`src/rtl/sign_extend_if.sv`:
```
// ---------------------------------------------------------------------------
// sign_extend_if
//   Bundles the immediate-extension request and result signals of the
//   sign_extend unit.
//
//   sign_ex_in   [IN_W]   immediate to extend
//   mode         [2]      00 sext half, 01 zext half, 10 sext byte, 11 zext byte
//   shift2       [1]      scale result by 4 (branch offset)
//   in_valid     [1]      qualifies the request for the registered copy
//   sign_ex_out  [OUT_W]  combinational extended result
//   ext_q        [OUT_W]  registered extended result
//   ext_q_valid  [1]      registered valid
//
//   master : requester side (drives the request, observes results)
//   slave  : the extension unit
// ---------------------------------------------------------------------------
interface sign_extend_if #(
   parameter int IN_W  = 16,
   parameter int OUT_W = 32
);
   logic [IN_W-1:0]  sign_ex_in;
   logic [1:0]       mode;
   logic             shift2;
   logic             in_valid;
   logic [OUT_W-1:0] sign_ex_out;
   logic [OUT_W-1:0] ext_q;
   logic             ext_q_valid;

   modport master (
      output sign_ex_in,
      output mode,
      output shift2,
      output in_valid,
      input  sign_ex_out,
      input  ext_q,
      input  ext_q_valid
   );

   modport slave (
      input  sign_ex_in,
      input  mode,
      input  shift2,
      input  in_valid,
      output sign_ex_out,
      output ext_q,
      output ext_q_valid
   );
endinterface

```
`src/rtl/sign_extend.sv`:
```
// ---------------------------------------------------------------------------
// sign_extend
//   Immediate-extension unit for the MIPS datapath. Widens a 16-bit
//   immediate to 32 bits using one of four extension modes, optionally
//   scaling by 4 for branch offsets.
//
//   clk    : rising-edge clock for the registered copy
//   rst_n  : asynchronous active-low reset (clears the registered copy only)
//   bus    : sign_extend_if.slave
//              sign_ex_in/mode/shift2/in_valid in,
//              sign_ex_out (combinational), ext_q/ext_q_valid (1-cycle) out
// ---------------------------------------------------------------------------
module sign_extend #(
   parameter int IN_W  = 16,
   parameter int OUT_W = 32
) (
   input  logic         clk,
   input  logic         rst_n,
   sign_extend_if.slave bus
);

   localparam int BYTE_W = 8;

   // Extend the immediate according to the selected mode. Byte modes take
   // only the low byte; the upper input byte is ignored.
   function automatic logic signed [OUT_W-1:0] ext_imm(
      input logic [IN_W-1:0] imm,
      input logic [1:0]      sel
   );
      logic signed [OUT_W-1:0] r;
      r = '0;
      case (sel)
         2'b00: r = {{(OUT_W-IN_W){imm[IN_W-1]}}, imm};
         2'b01: r = {{(OUT_W-IN_W){1'b0}}, imm};
         2'b10: r = {{(OUT_W-BYTE_W){imm[BYTE_W-1]}}, imm[BYTE_W-1:0]};
         2'b11: r = {{(OUT_W-BYTE_W){1'b0}}, imm[BYTE_W-1:0]};
      endcase
      return r;
   endfunction

   // Word-to-byte address scaling; the two bits shifted out of the top are
   // deliberately discarded.
   function automatic logic signed [OUT_W-1:0] scale4(
      input logic signed [OUT_W-1:0] e
   );
      return {e[OUT_W-3:0], 2'b00};
   endfunction

   logic signed [OUT_W-1:0] w_ext_p0;
   logic signed [OUT_W-1:0] w_res_p0;

   logic        [OUT_W-1:0] r_ext_p1;
   logic                    r_vld_p1;

   // ---- stage p0: combinational extension --------------------------------
   always_comb begin
      w_ext_p0 = ext_imm(bus.sign_ex_in, bus.mode);
      w_res_p0 = bus.shift2 ? scale4(w_ext_p0) : w_ext_p0;
   end

   assign bus.sign_ex_out = w_res_p0;

   // ---- stage p1: registered copy for ID/EX ------------------------------
   always_ff @(posedge clk or negedge rst_n) begin
      if (!rst_n) begin
         r_vld_p1 <= 1'b0;
         r_ext_p1 <= '0;
      end else begin
         r_vld_p1 <= bus.in_valid;
         if (bus.in_valid) begin
            r_ext_p1 <= w_res_p0;
         end
      end
   end

   assign bus.ext_q       = r_ext_p1;
   assign bus.ext_q_valid = r_vld_p1;

endmodule

```
`src/flat_wrapper.sv`:
```
// flat-port wrapper written by rule: the top's interface ports become plain ports
module sign_extend_flat 
#(
   parameter int IN_W  = 16,
   parameter int OUT_W = 32
)
  (clk, rst_n, bus_sign_ex_in, bus_mode, bus_shift2, bus_in_valid, bus_sign_ex_out, bus_ext_q, bus_ext_q_valid);
  sign_extend_if #(.IN_W(IN_W), .OUT_W(OUT_W)) bus_i ();
  input  logic clk;
  input  logic rst_n;
  input wire logic [$bits(bus_i.sign_ex_in)-1:0] bus_sign_ex_in;
  input wire logic [$bits(bus_i.mode)-1:0] bus_mode;
  input wire logic [$bits(bus_i.shift2)-1:0] bus_shift2;
  input wire logic [$bits(bus_i.in_valid)-1:0] bus_in_valid;
  output wire logic [$bits(bus_i.sign_ex_out)-1:0] bus_sign_ex_out;
  output wire logic [$bits(bus_i.ext_q)-1:0] bus_ext_q;
  output wire logic [$bits(bus_i.ext_q_valid)-1:0] bus_ext_q_valid;
  assign bus_i.sign_ex_in = bus_sign_ex_in;
  assign bus_i.mode = bus_mode;
  assign bus_i.shift2 = bus_shift2;
  assign bus_i.in_valid = bus_in_valid;
  assign bus_sign_ex_out = bus_i.sign_ex_out;
  assign bus_ext_q = bus_i.ext_q;
  assign bus_ext_q_valid = bus_i.ext_q_valid;
  sign_extend #(.IN_W(IN_W), .OUT_W(OUT_W)) u_core (.clk(clk), .rst_n(rst_n), .bus(bus_i));
endmodule
```
`config.mk`:
```
export PLATFORM = sky130hd
export DESIGN_NAME = sign_extend_flat
export DESIGN_NICKNAME = d
export VERILOG_FILES = /design/src/rtl/sign_extend_if.sv /design/src/rtl/sign_extend.sv /design/src/flat_wrapper.sv
export SDC_FILE = /design/constraint.sdc
export NUM_CORES = 1
export LEC_CHECK = 0
export CORE_ASPECT_RATIO = 0.8
export CORE_UTILIZATION = 35
export DETAILED_ROUTE_END_ITERATION = 8
export PLACE_DENSITY = 0.92
export SLEW_MARGIN = 40
export SYNTH_ARGS = -nofsm -noshare
export SYNTH_HDL_FRONTEND = slang
export SYNTH_SLANG_ARGS = --single-unit
```
`constraint.sdc`:
```
create_clock -name clk -period 2 [get_ports clk]
set_input_delay 0.5 -clock clk [delete_from_list [all_inputs] [get_ports clk]]
set_output_delay 0.5 -clock clk [all_outputs]
set_load 0.1 [all_outputs]
```
# Word level (Yosys, flattened, before mapping)
# Index checks and enable logic that the tools add are counted.
totals:
  reg_bits: 33
  output_inout_bits: 65
  elab_cells: 8
op_classes:
  n_eq_ne: 3
  muxes: 2
  reduce_logical: 1
op_table:
  columns: ["cell", "count"]
  rows:
  - ["$pmux W32 S4", 1]
  - ["$mux W32", 1]
  - ["$eq A2 B2 Y1 const B", 2]
  - ["$eq A2 B1 Y1 const B", 1]
  - ["$logic_not A2 Y1", 1]

# Logic depth before layout (Yosys ltp)
# Gate-level depths: netlist of the first run.
logic_depth:
  word_depth: 3
  ltp_mapped: 5

# Worst setup path after synthesis of the first run
# No wires, ideal clock.
synth_path:
  path_type: "input port to output port"
  from: "input port bus_mode[1]"
  to: "output port bus_sign_ex_out[19]"
  arrival_ns: 3.185
  slack_ns: -1.685
  t_required_ns: 1.500
  n_path_buf: 2
  cell_stages: 4
  cell_sequence: "buf_4 nand2_1 a21oi_1 buf_4"
synth_between:
  elab_chain_cells: 3
  word_cells_on_any_way: 6
  classes_between: "eq/ne: 3; mux: 2; reduce/logical: 1"
synth_rtl:
  columns: ["element", "line", "source"]
  rows:
  - ["start, declared", "flat_wrapper.sv:12", "input wire logic [$bits(bus_i.mode)-1:0] bus_mode;"]
  - ["$eq A2 B2 Y1, or another cell as far along", "sign_extend.sv:32", "case (sel)"]
  - ["$pmux W32 S4 *", "sign_extend.sv:32", null]
  - ["$mux W32 *", "sign_extend.sv:58", "w_res_p0 = bus.shift2 ? scale4(w_ext_p0) : w_ext_p0;"]
  - ["end, declared", "flat_wrapper.sv:15", "output wire logic [$bits(bus_i.sign_ex_out)-1:0] bus_sign_ex_out;"]
# Mark *: on every way between the ends. The rest lies on a longest branch, timed or not. The select of a mux whose other input is x is not followed.

# Worst setup path after layout of the first run
layout_path:
  from: "input port bus_mode[1]"
  to: "output port bus_sign_ex_out[15]"
# Same word-level chain as after synthesis.

==> results.yml, run 1 <==
run_status:
  outcome: "completed"
timing:
  hold_viol_final: 0
  maxSlewHeadroom_pct: 53.6
  max_freq_ghz: 0.504
  drv_slew: 0
  hold-worst-slack_ns: 0.542
  finalCritPeriodShare_pct: 99.2
  setup_violations: 0
  fin_crit_ns: 1.98
  tns_ns: 0
  tightest_slew_ns: 0.697
  fin_skew_ns: 0
clocking:
  cts_root_buf: "clkbuf_8"
  postCtsHoldBufs: 0
  tritoncts: "yes"
  clk_latency_ns: 0.26
  cts_buffers: 3
  clk_pin_slew_ns: 0.08
  clock-sinks: 20
  cts_htree_levels: 1
  clock_path_buffers: 2
synthesis:
  yosysSeqAreaShare_pct: 39.3
  ys_ff_latch: 20
  netlist_area_um2: 1270
  synthTopCellsByArea: "dfrtp_1, buf_4, mux2_2, mux2_4, nor2b_1"
  synth_area_per_cell_um2: 10.1
  synthDistinctLibCells: 25
  syn_inst: 126
  syn_nets: 148
  ys_warn_count: 0
  yosysTopAreaCellShare_pct: 39.3
  yosys.area.top_type: "dfrtp_1"
floorplan:
  dieWidth_um: 69.5
  start_util_pct: 37.0
  core_area_um2: 3450
  fp.dieH_um: 56.0
  die_area_um2: 3890
  io_pins: 87
  rows: 19
finish:
  fillers: 119
  syn_to_final_growth_pct: 144
  mostFrequentLayoutCells: "buf_12, buf_4, dfrtp_1"
  antenna_cells: 0
  instances_no_fill: 260
  final_nets: 241
  drive_gt1_share_pct: 70.6
  layout_commonest_cell: "buf_12"
  post-route-util_pct: 90.3
place:
  hpwlAfterDp_um: 3800
  routabilityCongestion: 0.790
  numPortBuffers: 86
  dp.cells: 249
setup_path:
  path_class: "in2out"
  critical_path.startpoint_type: "primary input"
  cp.required_ns: 1.50
  end_kind: "output port"
  critPathMaxFanout: 7
  cp_slowest_cell: "a21o_1"
  path_cells: "clkbuf_4, buf_6, a21o_1, a21oi_2, buf_4, nor2_4, buf_12"
  crit_family: "buffers and inverters"
  crit_arrival_ns: 1.48
  slowest_delay_ns: 0.18
  worst-path-buf-inv: 4
power:
  max-vdd-ir-drop_uv: 663
  p_per_area_nw_per_um2: 808
  power.static_leakage_nw: 1.41
  finalPower_w: 0.00251
grt:
  grt-ovfl-total: 0
  grt_start_max_net_pins: 24
  grt_first_pass_wirelength_um: 7940
  antenna_found_initial: 0
  grt_use_total_pct: 26.6
  grt_pass1_vias: 1454
drt:
  drt-total-wl_um: 5180
  vias: 1325
  vias_per_cell: 5.10
  drt_iter0_markers: 29
  drt-wirelength-per-cell_um: 19.9
  drc_errors: 0
  final_antenna_net_count: 0
  drt-pass1-iter-count: 4
worst_hold_path:
  min_path_type: "reg2reg"
job:
  max_cap_violations: 0
-- per-stage QoR --
| step | setup slack [ns] | cell area, um^2 |
|---|---|---|
| final | 0.0155 | 3110 |
| after floorplan | -0.331 | 1410 |
| after global placement | -0.342 | 2920 |
| after detailed placement | -0.514 | 2920 |
| after global routing | -0.00248 | 3110 |
| after CTS | 0.0141 | 3090 |
-- registers in the layout, summed over array words and instances (netlist names) --
name                    count
u_core.bus.ext_q           19
u_core.bus.ext_q_valid      1
-- report_power, final --
group	internal (W)	total (W)	switching [W]
registers	0.000449	0.000523	0.0000740
clock network	0.000142	0.000275	0.000134
logic	0.000616	0.00171	0.00110
total	0.00121	0.00251	0.00131
-- worst paths after layout --
path	from	slack, ns	to	depth (start not counted)
setup / recovery	bus_mode[1]	0.02	bus_sign_ex_out[15]	7
hold / removal	u_core.bus.ext_q[0]	0.54	u_core.bus.ext_q[0]	1
setup reg to reg	u_core.bus.ext_q[30]	0.84	u_core.bus.ext_q[30]	1
hold reg to reg	u_core.bus.ext_q[0]	0.54	u_core.bus.ext_q[0]	1
max in group asynchronous	rst_n	1.18	u_core.bus.ext_q[30]	2
min in group asynchronous	rst_n	0.58	u_core.bus.ext_q[3]	2
-- synthesized netlist by cell type --
master,number
o21ai_1,1
nor2b_1,10
dfrtp_1,20
buf_6,1
and2_1,1
nor4b_1,1
a21o_1,1
a21oi_1,2
nand3_1,1
a31oi_1,4
mux2_2,11
clkbuf_1,1
buf_4,28
o21ai_0,2
inv_1,8
o22ai_1,6
nand2_1,3
nor2_1,9
buf_8,1
nand2b_1,2
nand3b_1,1
mux2_4,6
a211oi_1,4
a211oi_2,1
buf_2,1
-- kinds of logic after synthesis --
logic type / after synthesis / share of synthesized area [%]
mux: 17 / 16.8
simple gates: 28 / 11.6
compound gates: 21 / 10.8
flops: 20 / 39.3
buf+inv: 40 / 21.6
-- per-layer routing --
layer	up-vias	global-route usage, %	wire length (um)
li1	582	-	-
met1	658	28.4	1890
met2	67	49.7	2730
met3	18	6.70	325
met4	0	11.4	226
met5	-	0	0
-- cell type report --
type / instances / area, um^2 / share of cell area, %
inverter: 8 / 30.0 / 0.965
sequential: 20 / 502 / 16.1
tap: 42 / 52.6 / 1.69
clock buffer: 4 / 45.0 / 1.45
timing repair buffer: 120 / 1810 / 58.1
multi-input combinational: 66 / 673 / 21.6
-- repair_timing --
action	CTS	global route
cloned	2	0
buffers inserted	5	0
pin swaps	8	1
gates resized for setup	43	9
setup endpoints to repair	32	19
Power figures use the tool's default switching activity.
==> run 2, diff against run 1 <==
CORE_UTILIZATION = 36   (was 35)
CTS_BUF_LIST = sky130_fd_sc_hd__clkbuf_2 sky130_fd_sc_hd__clkbuf_4 sky130_fd_sc_hd__clkbuf_8   (was not set)
PLACE_DENSITY = 0.94   (was 0.92)
==> results.yml, run 2 <==
synthesis:
  synth_edf_count: 0
  yosys.area.top_type: "dfrtp_1"
  ys_top_cells_by_count: "buf_4, dfrtp_1, mux2_2"
  ys_warn_count: 0
  synthDistinctLibCells: 25
  yosysSeqAreaShare_pct: 39.3
  ys_ff_latch: 20
  yosysTopAreaCellShare_pct: 39.3
  yosysMostFrequentCell: "buf_4"
  syn_nets: 148
  synth_area_per_cell_um2: 10.1
  synthArstFlopShare_pct: 100
  netlist_area_um2: 1270
  synth_ff_type: "dfrtp_1"
  synthTopCellsByArea: "dfrtp_1, buf_4, mux2_2, mux2_4, nor2b_1"
  syn_inst: 126
floorplan:
  rows: 18
  dieWidth_um: 68.5
  io_pins: 87
  fp.dieH_um: 55.2
  start_util_pct: 39.6
clocking:
  cts_htree_levels: 1
  cts.repair.resized: 46
  cts_buffers: 3
  postCtsSetupBuffers: 16
  clock-sinks: 20
  postCtsHoldBufs: 0
  clock_path_buffers: 2
  cts_root_buf: "clkbuf_8"
run_status:
  failed_stage: "clock tree synthesis"
  outcome: "did not finish"
  first-error: "[ERROR DPL-0033] detailed placement checks failed during check placement."
place:
  routabilityCongestion: 0.834
  hpwlAfterDp_um: 3570
  numPortBuffers: 86
[run 2: logic make-up after synthesis]
kind of cell	Yosys count	synth area share, %
buffers and inverters	40	21.6
AND/OR/NAND/NOR	28	11.6
AO/OA/AOI/OAI	21	10.8
flip-flops	20	39.3
multiplexers	17	16.8
[run 2: through the flow]
stage               setup WS (ns)  instance area (um^2)  instances
detailed placement         -0.491                  2840        244
global placement           -0.401                  2840        244
floorplan                  -0.331                  1410        126
==> run 3, diff against run 2 <==
CORE_ASPECT_RATIO = not set   (was 0.8)
CORE_UTILIZATION = 35   (was 36)
CTS_BUF_LIST = not set   (was sky130_fd_sc_hd__clkbuf_2 sky130_fd_sc_hd__clkbuf_4 sky130_fd_sc_hd__clkbuf_8)
PLACE_DENSITY = not set   (was 0.94)
PLACE_DENSITY_LB_ADDON = 0.15   (was not set)
==> results.yml, run 3 (synthesis gave the netlist of run 1 again) <==
power:
  finalPower_w: 0.00246
  p_per_area_nw_per_um2: 805
  max-vdd-ir-drop_uv: 624
  power.static_leakage_nw: 1.38
place:
  hpwlAfterDp_um: 3480
  place_area_um2: 2810
  numPortBuffers: 86
  dp.cells: 247
  routabilityCongestion: 0.844
floorplan:
  core_area_um2: 3420
  fp.dieH_um: 62.4
  die_area_um2: 3890
  dieWidth_um: 62.4
  rows: 21
  start_util_pct: 37.3
  io_pins: 87
finish:
  mostFrequentLayoutCells: "buf_12, buf_4, dfrtp_1"
  instances_no_fill: 259
  final_nets: 236
  fillers: 124
  layout_commonest_cell: "buf_12"
  antenna_cells: 0
  drive_gt1_share_pct: 69.5
  syn_to_final_growth_pct: 140
  fin_area_um2: 3060
  largest_reg_flops: 19
drt:
  final_antenna_net_count: 0
  drt-pass1-iter-count: 4
  drc_errors: 0
  vias: 1332
  vias_per_cell: 5.14
  drt_iter0_markers: 43
  drt-total-wl_um: 5500
  drt-wirelength-per-cell_um: 21.2
setup_path:
  path_class: "in2out"
  critical_path.startpoint_type: "primary input"
  cp_slowest_cell: "clkdlybuf4s50_1"
  path_cells: "clkdlybuf4s50_1, nor2b_1, a31oi_4, buf_12"
  slowest_delay_ns: 0.51
  critPathMaxFanout: 2
  crit_arrival_ns: 1.50
  end_kind: "output port"
  cp.required_ns: 1.50
timing:
  hold_viol_final: 0
  maxSlewHeadroom_pct: 60.6
  fin_crit_ns: 2.00
  rsz0062_at_grt: "yes"
  tightest_slew_ns: 0.587
  max_freq_ghz: 0.501
  drv_slew: 0
  fin_skew_ns: 0
  setup_violations: 0
  finalCritPeriodShare_pct: 99.8
worst_hold_path:
  min_path_type: "in2async"
clocking:
  cts_buffers: 3
  clock_path_buffers: 2
  cts_htree_levels: 1
  clk_pin_slew_ns: 0.13
  cts_root_buf: "clkbuf_4"
  postCtsHoldBufs: 0
  clk_latency_ns: 0.30
  tritoncts: "yes"
  clock-sinks: 20
grt:
  grt_use_total_pct: 29.2
  antenna_found_initial: 0
  grt_pass1_vias: 1507
  grt_first_pass_wirelength_um: 8670
  grt_start_max_net_pins: 21
  grt-ovfl-total: 0
job:
  max_cap_violations: 0
run_status:
  outcome: "completed"
-- run 3: metrics by stage --
stage / util (%) / hold slack (ns) / TNS, ns / worst slack (ns)
global route: 89.5 / 0.544 / -0.0267 / -0.0141
global placement: 82.2 / 0.494 / -8.92 / -0.418
floorplan: - / 0.204 / -4.14 / -0.331
CTS: 87.8 / 0.525 / 0 / 0.00941
detailed placement: 82.2 / 0.497 / -10.49 / -0.482
finish: 89.5 / 0.518 / 0 / 0.00321
-- run 3: worst paths after layout --
check | end | slack [ns] | startpoint | cells after the start
setup / recovery | bus_sign_ex_out[8] | 0.003 | bus_sign_ex_in[6] | 4
hold / removal | u_core.bus.ext_q[12] | 0.52 | rst_n | 2
setup reg to reg | u_core.bus.ext_q[6] | 1.18 | u_core.bus.ext_q[6] | 1
hold reg to reg | u_core.bus.ext_q[0] | 0.53 | u_core.bus.ext_q[0] | 1
max in group asynchronous | u_core.bus.ext_q[30] | 1.23 | rst_n | 2
min in group clk | u_core.bus.ext_q[0] | 0.53 | u_core.bus.ext_q[0] | 1
-- run 3: final cells by class --
cell class / count / area, um^2 / share of cell area (%)
Tap cell: 46 / 57.6 / 1.88
Sequential cell: 20 / 502 / 16.4
Timing Repair Buffer: 115 / 1740 / 56.9
Multi-Input combinational cell: 66 / 691 / 22.6
Inverter: 8 / 30.0 / 0.983
Clock buffer: 4 / 36.3 / 1.19
-- run 3: metal layers --
metal  vias up  share of wire (%)  wire length, um  track usage, %
met3        17                7.0              386            6.07
met1       647                 37             2050            32.3
met4         0                3.0              164            10.2
met2        91                 53             2900            54.7
li1        577                  -                -               -
met5         -                  0                0               0
-- run 3: repair_timing --
action,in CTS,in global routing
pin swaps,14,4
setup endpoints to repair,32,18
gates cloned,2,0
gates resized for setup,44,17
buffers inserted,6,2
-- run 3: report_power, final --
part / total (W) / switching (W) / internal (W)
Combinational: 0.00172 / 0.00113 / 0.000591
Sequential: 0.000496 / 0.0000470 / 0.000449
Clock: 0.000247 / 0.000136 / 0.000111
Total: 0.00246 / 0.00131 / 0.00115
-- run 3: critical path: cells and delay by family --
kind,cells,cell delay [ns]
compound gates,1,0.19
simple gates,1,0.09
buf+inv,2,0.71
